### config.mk
export PLATFORM = sky130hd
export DESIGN_NAME = uart_word_loader
export DESIGN_NICKNAME = d
export VERILOG_FILES = /design/src/rtl/uart_pkg.sv /design/src/rtl/uart_rx_byte.sv /design/src/rtl/uart_word_loader.sv
export SDC_FILE = /design/constraint.sdc
export NUM_CORES = 1
export LEC_CHECK = 0
export BUFFER_PORTS_ARGS = -buffer_cell sky130_fd_sc_hd__buf_2
export CAP_MARGIN = 10
export CORE_ASPECT_RATIO = 1.75
export CORE_UTILIZATION = 45
export DETAILED_ROUTE_END_ITERATION = 10
export MAX_ROUTING_LAYER = met4
export PLACE_DENSITY = 0.79
export REMOVE_ABC_BUFFERS = 1
export SETUP_SLACK_MARGIN = 0.15
export SYNTH_ARGS = -nofsm -noshare
export SYNTH_HDL_FRONTEND = slang
export SYNTH_SLANG_ARGS = --single-unit
### constraint.sdc
create_clock -name clk -period 2.8 [get_ports clk]
set_clock_uncertainty 0.05 [all_clocks]
set_input_delay 0.28 -clock clk [delete_from_list [all_inputs] [get_ports clk]]
set_output_delay 0.28 -clock clk [all_outputs]
set_load 0.1 [all_outputs]
### src/rtl/uart_pkg.sv
// uart_pkg: shared receiver state encoding, byte width and bit-timing helper.
package uart_pkg;

    localparam int BYTE_W = 8;

    typedef enum logic [2:0] {
        IDLE,
        START,
        DATA,
        PARITY,
        STOP
    } rx_state_e;

    function automatic int half_bit(input int clks_per_bit);
        return clks_per_bit / 2;
    endfunction

endpackage

### src/rtl/uart_rx_byte.sv
// uart_rx_byte: 2-flop synchroniser and mid-bit sampling byte receiver with glitch and framing checks.
// Define UART_RX_PARITY_EN to require an even-parity bit between bit 7 and the stop bit.
module uart_rx_byte
    import uart_pkg::*;
#(
    parameter int CLKS_PER_BIT = 10417
) (
    input  logic              clk,
    input  logic              rst,
    input  logic              enable,
    input  logic              uart_in,
    output logic [BYTE_W-1:0] rx_byte,
    output logic              byte_valid,
    output logic              err,
    output logic              busy
);

    localparam int CNT_W = $clog2(CLKS_PER_BIT);
    localparam logic [CNT_W-1:0] FULL = CNT_W'(CLKS_PER_BIT - 1);
    localparam logic [CNT_W-1:0] HALF = CNT_W'(half_bit(CLKS_PER_BIT) - 1);

    rx_state_e         state_q, state_d;
    logic [1:0]        sync_q, sync_d;
    logic              rx, rx_prev_q, rx_prev_d;
    logic [CNT_W-1:0]  cnt_q, cnt_d;
    logic [2:0]        bit_q, bit_d;
    logic [BYTE_W-1:0] shift_q, shift_d;
    logic              valid_q, valid_d;
    logic              err_q, err_d;
    logic              par_bad_q;
`ifdef UART_RX_PARITY_EN
    logic              par_bad_d;
`else
    assign par_bad_q = 1'b0;
`endif

    assign rx         = sync_q[1];
    assign sync_d     = {sync_q[0], uart_in};
    assign rx_prev_d  = rx;
    assign rx_byte    = shift_q;
    assign byte_valid = valid_q;
    assign err        = err_q;
    assign busy       = state_q != IDLE;

    always_comb begin
        state_d = state_q;
        cnt_d   = cnt_q + CNT_W'(1);
        bit_d   = bit_q;
        shift_d = shift_q;
        valid_d = 1'b0;
        err_d   = 1'b0;
`ifdef UART_RX_PARITY_EN
        par_bad_d = par_bad_q;
`endif
        case (state_q)
            IDLE: begin
                cnt_d   = '0;
                state_d = (rx_prev_q && !rx) ? START : IDLE;
            end
            START: begin
                if (cnt_q == HALF) begin
                    cnt_d   = '0;
                    bit_d   = '0;
                    state_d = rx ? IDLE : DATA;
                end
            end
            DATA: begin
                if (cnt_q == FULL) begin
                    cnt_d          = '0;
                    shift_d[bit_q] = rx;
                    bit_d          = bit_q + 3'd1;
`ifdef UART_RX_PARITY_EN
                    state_d        = (bit_q == 3'd7) ? PARITY : DATA;
`else
                    state_d        = (bit_q == 3'd7) ? STOP : DATA;
`endif
                end
            end
`ifdef UART_RX_PARITY_EN
            PARITY: begin
                if (cnt_q == FULL) begin
                    cnt_d     = '0;
                    par_bad_d = ^{shift_q, rx};
                    state_d   = STOP;
                end
            end
`endif
            STOP: begin
                // Leaving at mid-stop leaves half a bit to catch the next start edge.
                if (cnt_q == FULL) begin
                    cnt_d   = '0;
                    valid_d = rx && !par_bad_q;
                    err_d   = !rx || par_bad_q;
                    state_d = IDLE;
                end
            end
            default: state_d = IDLE;
        endcase
        if (!enable) begin
            state_d = IDLE;
            cnt_d   = '0;
            bit_d   = '0;
            valid_d = 1'b0;
            err_d   = 1'b0;
        end
    end

    always_ff @(posedge clk or posedge rst) begin
        if (rst) begin
            state_q   <= IDLE;
            sync_q    <= 2'b11;
            rx_prev_q <= 1'b1;
            cnt_q     <= '0;
            bit_q     <= '0;
            shift_q   <= '0;
            valid_q   <= 1'b0;
            err_q     <= 1'b0;
`ifdef UART_RX_PARITY_EN
            par_bad_q <= 1'b0;
`endif
        end else begin
            state_q   <= state_d;
            sync_q    <= sync_d;
            rx_prev_q <= rx_prev_d;
            cnt_q     <= cnt_d;
            bit_q     <= bit_d;
            shift_q   <= shift_d;
            valid_q   <= valid_d;
            err_q     <= err_d;
`ifdef UART_RX_PARITY_EN
            par_bad_q <= par_bad_d;
`endif
        end
    end

endmodule

### src/rtl/uart_word_loader.sv
// uart_word_loader: packs received UART bytes little-endian into words and writes them to consecutive addresses.
// Parity checking in the receiver is enabled by defining UART_RX_PARITY_EN.
module uart_word_loader
    import uart_pkg::*;
#(
    parameter int                CLKS_PER_BIT   = 10417,
    parameter int                BYTES_PER_WORD = 4,
    parameter int                ADDR_W         = 32,
    parameter logic [ADDR_W-1:0] BASE_ADDR      = '0
) (
    input  logic                        clk,
    input  logic                        rst,
    input  logic                        enable,
    input  logic                        uart_in,
    output logic [ADDR_W-1:0]           addr,
    output logic [8*BYTES_PER_WORD-1:0] data,
    output logic                        wr,
    output logic                        frame_err,
    output logic                        busy
);

    localparam int WORD_W = BYTE_W * BYTES_PER_WORD;
    localparam int IDX_W  = (BYTES_PER_WORD > 1) ? $clog2(BYTES_PER_WORD) : 1;
    localparam logic [IDX_W-1:0] LAST = IDX_W'(BYTES_PER_WORD - 1);

    logic [BYTE_W-1:0] rx_byte;
    logic              rx_valid, rx_err;
    logic [ADDR_W-1:0] addr_q, addr_d;
    logic [WORD_W-1:0] data_q, data_d;
    logic [IDX_W-1:0]  idx_q, idx_d;
    logic              wr_q, wr_d;
    logic              ferr_q, ferr_d;

    uart_rx_byte #(
        .CLKS_PER_BIT(CLKS_PER_BIT)
    ) u_rx (
        .clk       (clk),
        .rst       (rst),
        .enable    (enable),
        .uart_in   (uart_in),
        .rx_byte   (rx_byte),
        .byte_valid(rx_valid),
        .err       (rx_err),
        .busy      (busy)
    );

    // Gating keeps a strobe already registered from escaping in the cycle enable drops.
    assign addr      = addr_q;
    assign data      = data_q;
    assign wr        = wr_q && enable;
    assign frame_err = ferr_q && enable;

    always_comb begin
        addr_d = wr_q ? addr_q + ADDR_W'(1) : addr_q;
        data_d = data_q;
        idx_d  = idx_q;
        wr_d   = 1'b0;
        ferr_d = rx_err;
        if (rx_valid) begin
            data_d[int'(idx_q) * BYTE_W +: BYTE_W] = rx_byte;
            wr_d  = idx_q == LAST;
            idx_d = (idx_q == LAST) ? '0 : idx_q + IDX_W'(1);
        end
        if (!enable) begin
            addr_d = BASE_ADDR;
            data_d = '0;
            idx_d  = '0;
            wr_d   = 1'b0;
            ferr_d = 1'b0;
        end
    end

    always_ff @(posedge clk or posedge rst) begin
        if (rst) begin
            addr_q <= BASE_ADDR;
            data_q <= '0;
            idx_q  <= '0;
            wr_q   <= 1'b0;
            ferr_q <= 1'b0;
        end else begin
            addr_q <= addr_d;
            data_q <= data_d;
            idx_q  <= idx_d;
            wr_q   <= wr_d;
            ferr_q <= ferr_d;
        end
    end

endmodule
==> run summary, run 1 <==
Setup path
- flop — endpoint type of the worst setup path
- 3.02 ns — required time of the worst setup path
- wr_q$_DFF_PP0_ — Critical R2R Launch
- flop to flop — type of the worst setup path
- addr[19]$_DFFE_PP0P_ — endpoint of the worst-slack reg-to-reg timing path
- 2.50 ns — Arrival @ worst endpoint
- 4 — worst r2r path cells
- wr_q$_DFF_PP0_ — Critical Path Source
- 0.52 ns — setup slack of the most critical reg-to-reg path
- flop — startpoint kind of the worst setup timing path
- 13 — CP Max Fanout

Routing
- 10700 um — drt total wl
- 4 — Detailed Routing Iterations Pass 1
- 16.5 um — final routed wire length divided by cell count
- 243 — initial drt markers
- 0 — Detail Route Antenna Nets
- 3713 — total via count after detailed routing
- 0 — remaining design rule violation count
- 5.75 — DR vias/cell

Die
- 0.0110 sq mm — die area
- 0.0103 sq mm — Core Region
- 71 — IO Pins
- 46.3% — initial core utilization
- 49 — row cnt
- 79.8 um — horizontal die dimension
- 138 um — vertical die dimension

Logic synthesis
- 53.1% — Seq/Total Area, Yosys
- 101 — #FFs+latches synth
- 10.7 sq um — synthesized area per cell
- 446 — post-synthesis cell count
- 49 — number of different library cells in the post-synthesis netlist
- sky130_fd_sc_hd__dfrtp_1 — most frequently used flop master after synthesis
- 0 — number of enable-type register cells in the synthesized netlist
- 0.00477 sq mm — Cell Area, Synth
- 100% — fraction of registers with async set/reset
- 0 — yosys synthesis warning count

Placed design
- 70 — number of input and output port buffers inserted
- 0.840 — gp weighted congestion
- 0.537 ns — worst slack, placed
- 7470 um — HPWL after DPL

Hold path
- enable — startpoint of the lowest-slack hold path
- u_rx.bit_q[1]$_DFFE_PP0P_ — sink of the worst hold path
- 3 — hold path depth
- input port to flop — Hold Crit Class

STA
- 81.3% — period utilization
- 0 — Final Hold Viols
- 0.301 ns — worst-case hold slack
- 55.8% — Max-Slew Margin vs Limit
- no — unrepaired setup endpoints after global routing
- 0.522 ns — smallest setup slack after layout
- 2.28 ns — post-route minimum period
- 0.663 ns — transition time of the tightest slew-check pin
- 0 — Setup Viol. Count Final
- 439 MHz — Max Clock Freq
- 0 — total count of max-transition violations in the final report

Finish
- 98 x sky130_fd_sc_hd__dfrtp_1, 70 x sky130_fd_sc_hd__buf_2, 33 x sky130_fd_sc_hd__nand2_1, 31 x sky130_fd_sc_hd__a22o_1, 24 x sky130_fd_sc_hd__nor2_1 — top library cells by usage in the layout, fill and taps aside
- 0 — ant diodes
- sky130_fd_sc_hd__dfrtp_1 — leading cell type in the layout, fill and taps excluded
- 917 — fillcell total
- 21.8% — fraction of final layout cells with drive strength greater than 1
- 16.8% — layout overhead on the synthesized area
- 527 — NumNets Final

Power and ir drop
- 556 mW/mm^2 — PwrDens
- 0.000368 V — Max VDD drop
- 2.60 nW — leakage dissipation

Status
- finished clean — result of the run

Global routing
- 21.5% — overall fraction of global-route tracks in use
- 0 — GRT overflow
- 18000 um — first-pass GRT wire length
- 56 — pin count of the biggest net entering global routing
- 3683 — number of global-route vias before repair
- 0 — number of antenna violations at the first check in global routing

Clock network
- sky130_fd_sc_hd__clkbuf_16 — clock root cell
- 3 — H-tree depth
- 0.07 ns — Reg clk slew, reported paths
- 2 — CTS Buffer Depth
- done — CTS tree
- 0.35 ns — clock insertion delay at the later pin of the skew report
- 0 — post-CTS sizing
- 101 — Sink Count
- 9 — clock buffers created by TritonCTS

Job
- 0 — Max-Cap Viols

==> synth_stat cells (all sizes together), types with 5 or more instances <==
| cell | n | area [sq um] |
|---|---|---|
| a21oi | 18 | 90.1 |
| a22o | 31 | 272 |
| and2 | 9 | 56.3 |
| and4 | 5 | 45.0 |
| buf | 10 | 60.1 |
| clkbuf | 12 | 45.0 |
| dfrtp | 98 | 2450 |
| ha | 9 | 113 |
| inv | 11 | 41.3 |
| mux2 | 8 | 90.1 |
| mux2i | 9 | 90.1 |
| nand2 | 33 | 124 |
| nand2b | 11 | 68.8 |
| nand3 | 15 | 75.1 |
| nand4 | 19 | 131 |
| nor2 | 24 | 90.1 |
| nor3 | 17 | 85.1 |
| nor4 | 13 | 81.3 |
| o21ai | 13 | 65.1 |
| o31ai | 7 | 52.6 |
| or3 | 12 | 78.8 |
| or4 | 10 | 78.8 |
| xnor2 | 10 | 87.6 |
| xor2 | 13 | 114 |
==> worst max path at each step <==
stage	to	slack, ns	cells after the start
global placement	u_rx.rx_byte[1]$_DFFE_PP0P_	0.58	4
floorplan	addr[0]$_DFFE_PP0P_	-0.17	1
CTS	addr[19]$_DFFE_PP0P_	0.52	4
detailed placement	addr[19]$_DFFE_PP0P_	0.54	4
finish	addr[19]$_DFFE_PP0P_	0.52	4
global route	u_rx.rx_byte[1]$_DFFE_PP0P_	0.34	4
==> stage by stage <==
step | power [mW] | utilization (%) | setup TNS [ns] | std cells | instance area (sq um)
6_report | 3.09 | 54.0 | 0 | 646 | 5570
3_5_place_dp | 1.84 | 50.9 | 0 | 628 | 5240
4_1_cts | 3.12 | 54.0 | 0 | 646 | 5570
3_3_place_gp | 1.83 | 50.9 | 0 | 628 | 5240
2_1_floorplan | 1.75 | - | -16.87 | 424 | 4660
5_1_grt | 3.21 | 54.0 | 0 | 646 | 5570
==> state kept, by name, summed over array words and instances (netlist names) <==
name             flops
addr                32
data                32
u_rx.cnt_q          14
u_rx.rx_byte         8
u_rx.bit_q           3
u_rx.state_q         3
idx_q                2
u_rx.sync_q          2
ferr_q               1
u_rx.byte_valid      1
u_rx.err             1
u_rx.rx_prev_q       1
wr_q                 1
==> logic make-up after synthesis <==
group,after synthesis,synth area share (%)
compound gates,79,11.7
xor+xnor,23,4.23
fa+ha+maj,9,2.36
buf+inv,34,3.15
flops,101,53.1
mux,17,3.78
simple gates,183,21.7
==> worst max-delay path: stages, from the launching register on <==
cell and delay (ns):
sky130_fd_sc_hd__dfrtp_1 0.49, sky130_fd_sc_hd__and4_1 0.46, sky130_fd_sc_hd__nand4_1 0.46, sky130_fd_sc_hd__or4_1 0.56, sky130_fd_sc_hd__a21oi_1 0.17
==> power breakdown <==
group | leakage [nW] | internal [mW] | total [mW] | switching, mW
combinational | 1.05 | 0.0836 | 0.306 | 0.222
sequential | 1.40 | 1.48 | 1.51 | 0.0312
clock | 0.153 | 0.725 | 1.28 | 0.554
total | 2.60 | 2.29 | 3.09 | 0.808
==> routing by layer <==
layer  wire length, um  up-vias  GRT usage (%)
met2              5870       60           37.2
li1                  -     1767              -
met5                 0        -              -
met3               297       16           3.76
met1              4290     1870           24.1
met4               221        0           8.18
==> final cells by class <==
cell class | count | area (sq um) | area share (%)
clock inverters | 6 | 70.1 | 1.26
repair buffers | 79 | 435 | 7.82
clock buffers | 10 | 239 | 4.29
flip-flops and latches | 101 | 2530 | 45.5
multi-input cells | 311 | 2080 | 37.4
well taps | 127 | 159 | 2.85
inverters | 12 | 47.5 | 0.854
==> repair_timing <==
action / 4_1_cts / 5_1_grt
hold buffers: 2 / 0
buffers inserted: 0 / 0
endpoints found under the hold margin: 44 / 0
endpoints found under the setup margin: 0 / 0
(Power assumes the default switching activity.)
==> inputs of run 2 (changes only) <==
- clock period: 2.8 -> 2 ns (I/O delays scaled with it)
==> run 2 against run 1 <==
Against the previous run: non-clock buffer count increased by 45; via count increased by 11%; sequential share of layout area decreased by 4.6 points; core utilization increased by 6.0 points; clock power increased by 50%; cell count increased by 7.1%; routed wire length increased by 18%; sequential power increased by 38%; global-route usage increased by 2.1 points; fmax increased by 18%; largest cell class unchanged.
==> run summary, run 2 (synthesis results as in run 1) <==
Status
- finished clean — result of the run

Power and ir drop
- 2.94 nW — leakage dissipation, +13%
- 0.000583 V — Max VDD drop, +59%
- 4.59 mW — post-layout total power, +49%
- 742 mW/mm^2 — PwrDens, +34%

Placed design
- 8250 um — HPWL after DPL, +10%
- 0.00548 sq mm — Placement Cell Area, +4.6%
- 660 — placed cells, +5.1%
- 70 — number of input and output port buffers inserted, unchanged
- 0.889 — gp weighted congestion, +5.9%

Finish
- 0.00253 sq mm — Storage cell area, about the same
- 830 — fillcell total, -9.5%
- 32.2% — fraction of final layout cells with drive strength greater than 1, +10 points
- 0.00619 sq mm — cell area after layout, +11%
- 692 — count of non-filler cells in the finished layout, +7.1%
- 0 — ant diodes, unchanged
- 0.00234 sq mm — multi-input combinational cell area, +12%
- 573 — NumNets Final, +8.7%
- 97 x sky130_fd_sc_hd__dfrtp_1, 70 x sky130_fd_sc_hd__buf_2, 48 x sky130_fd_sc_hd__buf_4, 33 x sky130_fd_sc_hd__nand2_1, 31 x sky130_fd_sc_hd__a22o_1 — top library cells by usage in the layout, fill and taps aside
- 29.9% — layout overhead on the synthesized area
- sky130_fd_sc_hd__dfrtp_1 — leading cell type in the layout, fill and taps excluded

STA
- yes — unrepaired setup endpoints after global routing
- 0 — Final Hold Viols, unchanged
- 0.644 ns — transition time of the tightest slew-check pin, -0.0189 ns
- 0 ns — setup total negative slack, unchanged
- 96.1% — period utilization, +15 points
- 57.1% — Max-Slew Margin vs Limit, +1.3 points
- 0 — total count of max-transition violations in the final report, unchanged
- 0.175 ns — worst-case hold slack, -0.126 ns
- 520 MHz — Max Clock Freq, +18%
- 0 — Setup Viol. Count Final, unchanged
- 1.92 ns — post-route minimum period, -0.355 ns

Setup path
- flop — startpoint kind of the worst setup timing path
- addr[13]$_DFFE_PP0P_ — Critical Path Source
- 7 — CP Max Fanout, -6
- 4 — Critical Path Stages, unchanged
- 0.62 ns — CP peak stage delay, +0.06 ns
- addr[13]$_DFFE_PP0P_ — Critical R2R Launch
- sky130_fd_sc_hd__or4_4 — slowest stage cell, crit path
- 0.08 ns — setup slack of the most critical reg-to-reg path, -0.44 ns
- flop — endpoint type of the worst setup path
- nand4_1, or4_4, nor4_1, mux2i_1 — cells along the critical path
- 0 — Buf/Inv on CP, unchanged
- addr[28]$_DFFE_PP0P_ — endpoint of the worst-slack reg-to-reg timing path
- 4 — worst r2r path cells, unchanged
- flop to flop — type of the worst setup path
- 2.15 ns — Arrival @ worst endpoint, -0.35 ns
- 2.22 ns — required time of the worst setup path, -0.80 ns
- simple AND/OR/NAND/NOR gates — cell family contributing the most delay on the critical path

Job
- 0 — Max-Cap Viols, unchanged

Global routing
- 0 — GRT overflow, unchanged
- 19800 um — first-pass GRT wire length, +10%
- 4113 — number of global-route vias before repair, +12%
- 71 — pin count of the biggest net entering global routing, +27%
- 23.6% — overall fraction of global-route tracks in use, +2.1 points
- 0 — number of antenna violations at the first check in global routing, unchanged

Die
- 71 — IO Pins, unchanged
- 79.8 um — horizontal die dimension, unchanged
- 0.0110 sq mm — die area, unchanged
- 138 um — vertical die dimension, unchanged
- 0.0103 sq mm — Core Region, unchanged
- 49 — row cnt, unchanged
- 46.3% — initial core utilization, unchanged

Clock network
- 0.35 ns — clock insertion delay at the later pin of the skew report, about the same
- 9 — clock buffers created by TritonCTS, unchanged
- 101 — Sink Count, unchanged
- done — CTS tree
- 3 — H-tree depth, unchanged
- 2 — CTS Buffer Depth, unchanged
- 0.07 ns — Reg clk slew, reported paths, about the same
- sky130_fd_sc_hd__clkbuf_16 — clock root cell

Routing
- 18.1 um — final routed wire length divided by cell count, +9.8%
- 0 — remaining design rule violation count, unchanged
- 4114 — total via count after detailed routing, +11%
- 5.95 — DR vias/cell, +3.4%
- 391 — initial drt markers, +61%
- 12600 um — drt total wl, +18%
- 5 — Detailed Routing Iterations Pass 1, +1
- 0 — Detail Route Antenna Nets, unchanged

Hold path
- u_rx.bit_q[2]$_DFFE_PP0P_ — sink of the worst hold path
- enable — startpoint of the lowest-slack hold path
- 3 — hold path depth, unchanged
- input port to flop — Hold Crit Class

## run 2: cell types whose count changed in the layout (fill, tap and decap cells not counted), sizes merged
cell and change:
inv +1, or4 +1, bufinv +1, clkinvlp +2, clkinv -3, buf +44
## run 2: worst reg2reg max path: stages, from the launching register on
cell and delay [ns]:
sky130_fd_sc_hd__dfrtp_1 0.36, sky130_fd_sc_hd__nand4_1 0.19, sky130_fd_sc_hd__or4_4 0.62, sky130_fd_sc_hd__nor4_1 0.39
sky130_fd_sc_hd__mux2i_1 0.24
## run 2: cell type report
class	count	area share, %
Tap cell	127	2.57
Inverter	12	0.768
Timing Repair Buffer	124	12.7
Sequential cell	101	40.9
Multi-Input combinational cell	312	37.8
Clock buffer	9	3.64
Clock inverter	7	1.68
## run 2: worst max path at each step
stage | to | slack, ns
after floorplan | addr[0]$_DFFE_PP0P_ | -0.89
after global placement | u_rx.rx_byte[1]$_DFFE_PP0P_ | 0.11
after detailed placement | u_rx.rx_byte[5]$_DFFE_PP0P_ | 0.06
after CTS | addr[23]$_DFFE_PP0P_ | 0.06
after global routing | addr[29]$_DFFE_PP0P_ | 0.004
final | addr[28]$_DFFE_PP0P_ | 0.08
## run 2: where the power goes
| part | leakage (nW) | total (mW) | internal [mW] | switching (mW) |
|---|---|---|---|---|
| combinational | 1.39 | 0.590 | 0.185 | 0.405 |
| sequential | 1.40 | 2.08 | 2.07 | 0.0147 |
| clock | 0.155 | 1.92 | 1.11 | 0.809 |
| total | 2.94 | 4.59 | 3.37 | 1.23 |
## run 2: what timing repair did
action                                 4_1_cts  5_1_grt
pin swaps                                   10       12
hold buffers                                 2        0
setup endpoints to repair                   19       45
buffers inserted                             4        7
gates resized for setup                     18       40
cloned                                       1        2
endpoints found under the hold margin       14        0
## run 2: metrics by stage
stage	setup slack (ns)	utilization [%]
6_report	0.0773	60.1
5_1_grt	0.00432	60.1
4_1_cts	0.0577	58.0
2_1_floorplan	-0.892	-
3_5_place_dp	0.0561	53.2
3_3_place_gp	0.111	53.2
## run 2: metal layers
metal	GRT usage [%]	up-vias	share of wire, %
met1	25.6	2052	37
li1	-	1863	-
met2	40.3	165	56
met3	4.75	34	4.3
met4	11.1	0	3.0
met5	-	-	0
